### config.mk
export PLATFORM = sky130hd
export DESIGN_NAME = cache_refill_ctrl
export DESIGN_NICKNAME = d
export VERILOG_FILES = /design/src/rtl/cache_refill_ctrl.sv
export SDC_FILE = /design/constraint.sdc
export NUM_CORES = 1
export LEC_CHECK = 0
export CAP_MARGIN = 20
export CORE_AREA = 2 2 122 124
export CTS_CLUSTER_DIAMETER = 80
export DETAILED_ROUTE_END_ITERATION = 10
export DIE_AREA = 0 0 124 126
export PLACE_DENSITY = 0.84
export REMOVE_ABC_BUFFERS = 1
export SLEW_MARGIN = 15
export SYNTH_ARGS = -nofsm -noshare
export SYNTH_HDL_FRONTEND = slang
export SYNTH_SLANG_ARGS = --single-unit
export TNS_END_PERCENT = 1
### constraint.sdc
create_clock -name clk -period 4.5 [get_ports clk]
set_clock_uncertainty 0.05 [all_clocks]
set_input_delay 0.675 -clock clk [delete_from_list [all_inputs] [get_ports clk]]
set_output_delay 0.675 -clock clk [all_outputs]
set_load 0.05 [all_outputs]
### src/rtl/cache_refill_ctrl.sv
// cache_refill_ctrl: tag-invalidate sweep, dirty-victim write-back and line refill ahead of the tag RAM; define REFILL_BYPASS_EN for early-restart bypass
module cache_refill_ctrl #(
  parameter int INDEX_W  = 7,
  parameter int OFFSET_W = 5,
  parameter int TAG_W    = 20
) (
  input  logic                        clk,
  input  logic                        resetn,
  input  logic                        miss_valid,
  output logic                        miss_ready,
  input  logic [31:0]                 miss_addr,
  input  logic                        miss_way,
  input  logic                        miss_victim_dirty,
  input  logic [TAG_W-1:0]            miss_victim_tag,
  input  logic                        miss_store,
  output logic                        refill_done,
  output logic [INDEX_W+OFFSET_W-3:0] dram_raddr,
  input  logic [31:0]                 dram_rdata,
  output logic                        dram_we,
  output logic [INDEX_W+OFFSET_W-3:0] dram_waddr,
  output logic                        dram_wway,
  output logic [31:0]                 dram_wdata,
  output logic                        cache_reset,
  output logic [INDEX_W-1:0]          tag_waddr,
  output logic [1:0]                  tag_we,
  output logic [2*TAG_W+4:0]          tag_din,
  output logic                        tag_refill,
  output logic                        tag_load_over,
  output logic                        mem_req_valid,
  input  logic                        mem_req_ready,
  output logic                        mem_req_wr,
  output logic [31:0]                 mem_req_addr,
  output logic                        mem_wvalid,
  input  logic                        mem_wready,
  output logic [31:0]                 mem_wdata,
  output logic                        mem_wlast,
  input  logic                        mem_bvalid,
  input  logic                        mem_rvalid,
  input  logic [31:0]                 mem_rdata,
  input  logic                        mem_rlast,
  output logic                        err
`ifdef REFILL_BYPASS_EN
  ,
  output logic                        bypass_valid,
  output logic [31:0]                 bypass_data
`endif
);
  localparam int BW = OFFSET_W - 2;
  localparam logic [BW-1:0] LAST = '1;
  typedef enum logic [3:0] {INIT, IDLE, WB_REQ, WB_DATA, WB_RESP, RD_REQ, RD_DATA, TAG_WR, DONE} state_t;
  state_t st, nx;
  logic [INDEX_W-1:0] sweep, idx_q;
  logic [BW-1:0] beat;
  logic [TAG_W-1:0] tag_q, vtag_q;
  logic way_q, store_q, hold_v, wb_fire, rd_fire, bad;
  logic [31:0] hold_q;
  logic [TAG_W:0] new_f;
  logic unused_ok;
`ifdef REFILL_BYPASS_EN
  logic [BW-1:0] off_q;
`endif
  assign unused_ok = &{1'b0, miss_addr[OFFSET_W-1:0]};
  assign wb_fire = mem_wvalid && mem_wready;
  assign rd_fire = st == RD_DATA && mem_rvalid;
  assign bad = (mem_rvalid && st != RD_DATA) || (mem_bvalid && st != WB_RESP) ||
               (rd_fire && (mem_rlast != (beat == LAST)));
  // state, counters, miss capture, write-data hold and sticky error
  always_ff @(posedge clk or negedge resetn)
    if (!resetn) begin
      st      <= INIT;
      sweep   <= '0;
      beat    <= '0;
      idx_q   <= '0;
      tag_q   <= '0;
      vtag_q  <= '0;
      way_q   <= 1'b0;
      store_q <= 1'b0;
      hold_q  <= '0;
      hold_v  <= 1'b0;
      err     <= 1'b0;
`ifdef REFILL_BYPASS_EN
      off_q   <= '0;
`endif
    end else begin
      st <= nx;
      if (st == INIT) sweep <= sweep + 1'b1;
      if (wb_fire || rd_fire) beat <= beat + 1'b1;
      if (miss_valid && miss_ready) begin
        idx_q   <= miss_addr[OFFSET_W +: INDEX_W];
        tag_q   <= miss_addr[31 -: TAG_W];
        vtag_q  <= miss_victim_tag;
        way_q   <= miss_way;
        store_q <= miss_store;
`ifdef REFILL_BYPASS_EN
        off_q   <= miss_addr[OFFSET_W-1:2];
`endif
      end
      hold_q <= mem_wdata;
      hold_v <= mem_wvalid && !mem_wready;
      if (bad) err <= 1'b1;
    end
  // next-state: beat counter wraps to 0 on the last beat, so each burst starts clean
  always_comb begin
    nx = st;
    case (st)
      INIT:    nx = &sweep ? IDLE : INIT;
      IDLE:    nx = miss_valid ? (miss_victim_dirty ? WB_REQ : RD_REQ) : IDLE;
      WB_REQ:  nx = mem_req_ready ? WB_DATA : WB_REQ;
      WB_DATA: nx = (mem_wready && beat == LAST) ? WB_RESP : WB_DATA;
      WB_RESP: nx = mem_bvalid ? RD_REQ : WB_RESP;
      RD_REQ:  nx = mem_req_ready ? RD_DATA : RD_REQ;
      RD_DATA: nx = (mem_rvalid && beat == LAST) ? TAG_WR : RD_DATA;
      TAG_WR:  nx = DONE;
      default: nx = IDLE;
    endcase
  end
  assign miss_ready    = st == IDLE;
  assign cache_reset   = st != INIT;
  assign mem_req_valid = st == WB_REQ || st == RD_REQ;
  assign mem_req_wr    = st == WB_REQ;
  assign mem_req_addr  = st == WB_REQ ? {vtag_q, idx_q, {OFFSET_W{1'b0}}} :
                         st == RD_REQ ? {tag_q, idx_q, {OFFSET_W{1'b0}}} : '0;
  assign mem_wvalid    = st == WB_DATA;
  assign mem_wlast     = mem_wvalid && beat == LAST;
  assign mem_wdata     = !mem_wvalid ? '0 : hold_v ? hold_q : dram_rdata;
  // prefetch the word the bus will want next cycle, given the RAM's 1-cycle latency
  assign dram_raddr    = {idx_q, beat + BW'(wb_fire)};
  assign dram_we       = rd_fire;
  assign dram_waddr    = {idx_q, beat};
  assign dram_wway     = way_q;
  assign dram_wdata    = rd_fire ? mem_rdata : '0;
  assign tag_refill    = st == TAG_WR;
  assign tag_waddr     = st == INIT ? sweep : idx_q;
  assign tag_we        = tag_refill ? (way_q ? 2'b10 : 2'b01) : 2'b00;
  assign new_f         = {1'b1, tag_q};
  assign tag_din       = !tag_refill ? '0 :
                         way_q ? {1'b0, store_q, new_f, 1'b0, {(TAG_W+1){1'b0}}} :
                                 {1'b1, 1'b0, {(TAG_W+1){1'b0}}, store_q, new_f};
  assign tag_load_over = st == DONE;
  assign refill_done   = st == DONE;
`ifdef REFILL_BYPASS_EN
  assign bypass_valid  = rd_fire && beat == off_q;
  assign bypass_data   = bypass_valid ? mem_rdata : '0;
`endif
endmodule

## After elaboration in Yosys (flattened, before gate mapping)

Cells that the tools add are included.

- Multiply operators: 0
- Bitwise gates (word level): 0
- Add/subtract/negate cells: 3
- $lt $le $gt $ge: 0
- Reductions and logical operators: 18
- Shift operators: 0
- Divide/modulo/power cells: 0
- Equal/unequal tests: 12
- Multiplexer cells: 19

Operators by type and width:

| cell | number |
|---|---|
| 2-to-1 mux 32 bit | 5 |
| 2-to-1 mux 45 bit | 2 |
| case mux 4 bit (8 select lines) | 1 |
| equality test 4 x 3 -> 1 bit, second input constant | 4 |
| logical AND 1 bit | 10 |
| 2-to-1 mux 3 bit | 3 |
| equality test 4 x 2 -> 1 bit, second input constant | 2 |
| != test 4 x 3 -> 1 bit, second input constant | 2 |
| adder 7 x 1 -> 7 bit, second input constant | 1 |
| 2-to-1 mux 7 bit | 1 |
| AND reduction 7 bit | 1 |
| 2-to-1 mux 2 bit | 3 |
| equality test 4 x 1 -> 1 bit, second input constant | 1 |
| equality test 4 bit, second input constant | 1 |
| zero test 4 bit | 1 |
| logical OR 1 bit | 4 |
| 2-to-1 mux 1 bit | 4 |
| nonzero test 4 bit | 1 |
| adder 3 x 1 -> 3 bit | 1 |
| adder 3 x 1 -> 3 bit, second input constant | 1 |
| equality test 3 bit, second input constant | 1 |
| zero test 1 bit | 1 |
| != test 1 bit | 1 |

- Bits of input ports: 127
- Register bits: 97
- Memories: 0
- Output and inout port bits: 182
- Word-level logic and storage cells: 63
- Memory bits (read-only): 0
- Bits in latches: 0
- Bits in writable memories: 0

## Logic depth before layout (Yosys ltp)

Gate-level depths: netlist of the first run.

- Word-level depth: 4
- Mapped depth: 8
- Depth with buffers taken out: 7

## Worst setup path before layout of the first run

OpenSTA, ideal clock, no wires.

- Path type: register to output
- Start: reg st[1]
- End: out tag_load_over
- Buffers on the path: 2
- Path slack: 0.997 ns
- Required time: 3.775 ns
- Data arrival time: 2.778 ns
- Cell stages (with the launch flop): 4
- Path through: dfrtp_1 > buf_4 > nor4b_1 > buf_4

- Longest elaborated chain between the ends: 1

RTL lines:

| item | RTL line | RTL |
|---|---|---|
| from (decl) | 51 | `state_t st, nx;` |
| from (signal assigned) | 85 | `st <= nx;` |
| equality test 4 bit | n/a |  |
| to (decl) | 28 | `output logic tag_load_over,` |

No other way between the ends.

## Final worst setup path of the first run

- Start: reg st[2]
- End: out mem_req_addr[12]

- Longest elaborated chain between the ends: 3
- Elaborated cells between the ends (all ways): 4
- Those cells by class: eq/ne: 2; mux: 2

RTL lines:

| item | RTL line | RTL |
|---|---|---|
| equality test 4 x 3 -> 1 bit | 122 | `st == RD_REQ ? {tag_q, idx_q, {OFFSET_W{1'b0}}} : '0;` |
| 2-to-1 mux 32 bit | 122 |  |
| 2-to-1 mux 32 bit * | 121 | `assign mem_req_addr = st == WB_REQ ? {vtag_q, idx_q, {OFFSET_W{1'b0}}} :` |
| to (decl) | 32 | `output logic [31:0] mem_req_addr,` |

Every way passes the cells marked *; elsewhere a longest branch is shown, timed or not.

==> results of run 1 <==
-- critical path, delay by kind of cell, from the launching register on --
| family | cells | cell delay (ns) |
|---|---|---|
| AND/OR/NAND/NOR | 2 | 1.08 |
| AO/OA/AOI/OAI | 1 | 0.29 |
| buffers and inverters | 1 | 0.81 |
| flip-flops | 1 | 0.54 |
-- where the power goes --
| part | internal, W | switching (W) | leakage [nW] | total (W) |
|---|---|---|---|---|
| registers | 0.00120 | 0.000368 | 1.22 | 0.00157 |
| clock network | 0.000416 | 0.000314 | 0.138 | 0.000731 |
| logic | 0.00118 | 0.00188 | 2.11 | 0.00307 |
-- sequential cells by signal (all words and copies together) (netlist names), 3 cells and up --
register	cells
tag_q	20
idx_q	7
st	4
sweep	7
beat	3
vtag_q	20
hold_q	32
-- worst max-delay path by stage --
stage / cells after the start / start / slack [ns] / end
floorplan: 2 / dram_wway / -1.47 / tag_din[0]
global placement: 6 / mem_wready / 1.03 / dram_raddr[2]
detailed placement: 6 / mem_wready / 1.05 / dram_raddr[2]
CTS: 4 / st[2] / 0.68 / mem_req_addr[18]
global route: 4 / st[2] / 0.55 / mem_req_addr[12]
finish: 4 / st[2] / 0.71 / mem_req_addr[12]
-- synthesized netlist by cell type, drive strengths merged (4+ instances only) --
cell | number | area share
dfrtp | 97 | 0.49
and2 | 63 | 0.080
mux2 | 59 | 0.13
nor2 | 40 | 0.030
buf | 33 | 0.042
mux2i | 32 | 0.065
and3 | 22 | 0.028
a22o | 20 | 0.035
clkbuf | 14 | 0.011
nand2 | 7 | 0.0053
ha | 5 | 0.013
nand4 | 5 | 0.0063
xnor2 | 5 | 0.0088
a21oi | 4 | 0.0048
xor2 | 4 | 0.0071
-- per-stage QoR --
stage | power [W] | setup TNS, ns | hold slack (ns) | setup slack [ns]
2_1_floorplan | 0.00354 | -33.02 | 0.329 | -1.47
3_3_place_gp | 0.00458 | 0 | 0.433 | 1.03
3_5_place_dp | 0.00465 | 0 | 0.418 | 1.05
4_1_cts | 0.00541 | 0 | 0.385 | 0.684
5_1_grt | 0.00563 | 0 | 0.418 | 0.550
6_report | 0.00537 | 0 | 0.339 | 0.706
-- final cells by class --
type | count | area [sq um]
multi-input cells | 295 | 2280
flip-flops and latches | 97 | 2430
inverters | 3 | 11.3
repair buffers | 306 | 3050
clock inverters | 2 | 12.5
fillers | 1185 | 6030
clock buffers | 13 | 270
well taps | 184 | 230
-- routing by layer --
layer	share of wire	vias up
met5	0	-
met4	0.028	0
met3	0.083	29
met2	0.52	209
met1	0.37	2127
li1	-	2029
-- cell usage in the layout, fill, tap and decap left out, types with 2 or more instances in the layout --
| master | instances |
|---|---|
| clkdlybuf4s50_1 | 297 |
| nand2_1 | 7 |
| nor3b_1 | 2 |
| a21oi_1 | 3 |
| xnor2_1 | 5 |
| dfrtp_1 | 96 |
| and4_1 | 2 |
| nand4_1 | 5 |
| buf_4 | 8 |
| o21ai_0 | 2 |
| a22o_1 | 20 |
| mux2_1 | 2 |
| ha_1 | 5 |
| clkbuf_16 | 9 |
| and2_1 | 63 |
| nand3_2 | 2 |
| clkbuf_8 | 3 |
| mux2_2 | 57 |
| conb_1 | 5 |
| and3_1 | 22 |
| xor2_1 | 4 |
| mux2i_1 | 32 |
| nor2_1 | 40 |
| inv_1 | 3 |
| nand2b_1 | 2 |
-- logic make-up (layout without fill, tap and decap cells) --
kind of cell | Yosys count | after routing | share of synthesized area
DFF | 97 | 97 | 0.490
and+or+nand+nor | 155 | 155 | 0.178
buffers and inverters | 50 | 324 | 0.0553
xor gates and xnor gates | 9 | 9 | 0.0159
AOI/OAI and AO/OA | 30 | 30 | 0.0495
muxes | 91 | 91 | 0.199
other | 1 | 5 | 0.000756
adders and majority gates | 5 | 5 | 0.0126
==> metrics.txt, run 1 <==
Yosys cell types=38; RSZ-0062 raised after global routing=false; number of synthesized flops with an enable pin=0; reg2reg start=st[1]; post-route minimum period=3.79 ns; Area Overhead vs Synth=67.2%; Slowest-stage cell, CP=clkdlybuf4s50_1; Synth Register Bits=97; Async S/R FF share, synth=1.00; final hold vios=0; die width=124 um; FF-to-FF End=tag_q[10]; clock-pin slew on the worst setup and hold paths=0.07 ns; Die Y=126 um; share of post-route cells with drive strength above 1=0.122; total wire length=15.2 mm; CP Launch Type=register; R2R cell count=5; vias per cell=4.88; CP cell instances=nor2_1 > and3_1 > a22o_1 > clkdlybuf4s50_1; worst reg2reg setup slack=2.24 ns; gr usage total=0.192; hold_buf cts=0; Initial Utilization=0.346; Peak supply drop=0.000397 V; Cell Area, Placed=7980 sq um; IO buf count=298; CTS tree=built; Min-Delay Path Class=input pin to asynchronous set/reset pin; GR peak layer=met2; Longest Clk Path Bufs=2; leakage power=3.46 nW; die area=15,600 sq um; maximum fanout along the worst path=21; vias in the first global route=4,454; CP peak stage delay=0.81 ns; CTS buffer count=9; pwr/cell area=648 nW/um^2; root buf cell=clkbuf_16; worst-margin pin slew=0.916 ns; # rows=44; Core ar.=14,300 sq um; RePlAce Congestion=0.872; YS warnings=0; met3 Resource Use GR=0.0476; sequential share of the synthesized area=0.490; drt wl/cell=16.9 um; DR DRC count=0; placed insts=884; Non-Filler Instances=900; drt initial violations=203; fin area=8290 sq um; post-route antenna net violation count=0; Vias=4,394; worst skew pair latency=0.34 ns; Final #Nets=844; total gr overflow=0; slew margin rel.=0.389; Main synth FF type=dfrtp_1; drt first pass iters=4; met1 GRT Util=0.209; CP Capture Type=primary output; Resized cells post-CTS=0; Slew Limit Fails=0; Required @ worst endpoint=3.77 ns; cell area after synthesis=4960 sq um; Setup-failing EPs final=0; Num Clock Sinks=97; detailed placer's ending HPWL=11.5 mm; first-pass GRT wire length=23.2 mm; fin crit share=0.843; status=completed; worst path arrival time=3.07 ns; CTS H-tree lvls=3; cell count after synthesis=438; FMAX=264 MHz; Setup CP Type=register to primary output; M2 GR Usage=0.350; Ports=309; Avg Inst Size Synth=11.3 sq um; fin util=0.579; pin count of the biggest net entering global routing=64; # Post-CTS Setup Buffers=0; antenna violations before repair=0; diodes inserted=0; max cap viols=0
(Power assumes the default switching activity.)
==> run 2: changes to the inputs <==
Settings changed: CORE_AREA 2 2 122 124 to default, CORE_MARGIN from default to 2, CORE_UTILIZATION from default to 37, DIE_AREA 0 0 124 126 to default, PLACE_DENSITY 0.84 to 0.89.
Clock period 4.5 ns to 3.6 ns, I/O delays scaled along.
==> run 2 against run 1 <==
  * Critical path depth is 1 higher
  * Highest routed layer unchanged
  * Worst hold slack worse by 0.11 ns
  * Worst setup slack worse by 0.47 ns
  * Final cell count is 0.22% lower
  * Power is 33% higher
  * Via count is 0.75% higher
  * Final area is 1.5% higher
  * Combinational power is 36% higher
  * Register-to-register slack worse by 1.2 ns
  * Sequential share of layout area is 0.44 points lower
  * Routed wire length is 3.3% higher
  * Global-route usage is 2.2 points higher
==> metrics.txt, run 2 (synthesized netlist as in run 1, its figures left out) <==
maximum fanout along the worst path=16; # rows=42; CP Capture Type=primary output; Ports=309; Setup CP Type=register to primary output; final hold vios=0; post-route antenna net violation count=0; root buf cell=clkbuf_16; RePlAce Congestion=0.827; worst-margin pin slew=0.825 ns; Initial Utilization=0.377; post-route minimum period=3.36 ns; drt first pass iters=4; Setup-failing EPs final=0; worst path arrival time=2.77 ns; final hold slack=0.228 ns; gr usage total=0.214; commonest non-fill, non-tap cell in the layout=clkdlybuf4s50_1; hold_buf cts=0; worst skew pair latency=0.34 ns; CTS tree=built; leakage power=3.72 nW; reg2reg start=st[1]; CP bufs+invs=1; Biggest register=hold_q; Slowest-stage cell, CP=clkdlybuf4s50_1; status=completed; CP Launch Type=register; CP peak stage delay=0.80 ns; Min-Delay Path Class=input pin to asynchronous set/reset pin; die area=14,300 sq um; Vias=4,427; total gr overflow=0; Cell Area, Placed=8080 sq um; detailed placer's ending HPWL=11.9 mm; RSZ-0062 raised after global routing=false; final setup margin=0.239 ns; CTS H-tree lvls=3; clock-pin slew on the worst setup and hold paths=0.07 ns; Peak supply drop=0.000510 V; fin area=8410 sq um; Die Y=120 um; fin util=0.640; slew margin rel.=0.450; # Post-CTS Setup Buffers=0; Resized cells post-CTS=0; Seq. cell area=2430 sq um; number of flip-flops in the largest register=32; Layout fillers=1,044; drt wl/cell=17.5 um; Slew Limit Fails=0; Longest Clk Path Bufs=2; Area Overhead vs Synth=69.7%; Regs by FF count=hold_q: 32 flops, tag_q: 20 flops, vtag_q: 20 flops; die width=120 um; drt initial violations=228; Top delay family on crit path=simple AND/OR/NAND/NOR gates; total wire length=15.7 mm; share of post-route cells with drive strength above 1=0.240; DR DRC count=0; pwr/cell area=849 nW/um^2; pre-CTS setup slack=0.627 ns; CTS buffer count=9; FMAX=298 MHz; antenna violations before repair=0; Num Clock Sinks=97; CP cell instances=and2b_1 > a21oi_1 > nor2_1 > and2_1 > clkdlybuf4s50_1; first-pass GRT wire length=24.1 mm; worst reg2reg setup slack=1.08 ns; FF-to-FF End=dram_wway; Required @ worst endpoint=3.01 ns; Core ar.=13,100 sq um; R2R cell count=4; diodes inserted=0; vias in the first global route=4,540; max cap viols=0; fin crit share=0.934; pin count of the biggest net entering global routing=62; vias per cell=4.93; Multi-input gate area=2280 sq um; most frequent cells in the layout=218 x clkdlybuf4s50_1, 96 x dfrtp_1, 72 x buf_4; Final #Nets=849; IO buf count=298
## run 2: how the worst max path moves through the flow
stage,cells past startpoint,slack (ns),start,to
after floorplan,2,-2.23,dram_wway,tag_din[0]
after global placement,4,0.72,mem_wready,dram_raddr[0]
final,5,0.24,st[1],mem_req_addr[11]
after detailed placement,5,0.63,st[1],mem_req_addr[7]
after CTS,5,0.25,st[1],mem_req_addr[7]
after global routing,5,0.15,st[1],mem_req_addr[11]
## run 2: layout make-up
cell class / count / share of cell area
Multi-Input combinational cell: 295 / 0.271
Inverter: 3 / 0.00134
Timing Repair Buffer: 311 / 0.374
Clock buffer: 10 / 0.0284
Sequential cell: 97 / 0.289
Tap cell: 176 / 0.0262
Clock inverter: 6 / 0.0109
## run 2: worst register-to-register path: cells and delay by family (launching register included)
kind | cells | cell delay (ns)
and+or+nand+nor | 2 | 1.01
buffers and inverters | 1 | 0.49
DFF | 1 | 0.56
muxes | 1 | 0.29
## run 2: where the power goes
part	switching (W)	internal (W)	total (W)	leakage, nW
Combinational	0.00247	0.00169	0.00416	2.34
Sequential	0.000424	0.00150	0.00193	1.22
Clock	0.000426	0.000629	0.00106	0.151
Total	0.00332	0.00382	0.00714	3.72
## run 2: through the flow
step	std cells	TNS [ns]	power (W)
floorplan	395	-52.71	0.00442
global placement	882	0	0.00600
detailed placement	882	0	0.00612
CTS	898	0	0.00720
global route	898	0	0.00744
finish	898	0	0.00714
## run 2: layer usage
layer	wire length, um	track usage
met1	5800	0.232
met2	8560	0.405
met3	1130	0.0509
met4	240	0.0757
met5	0	0
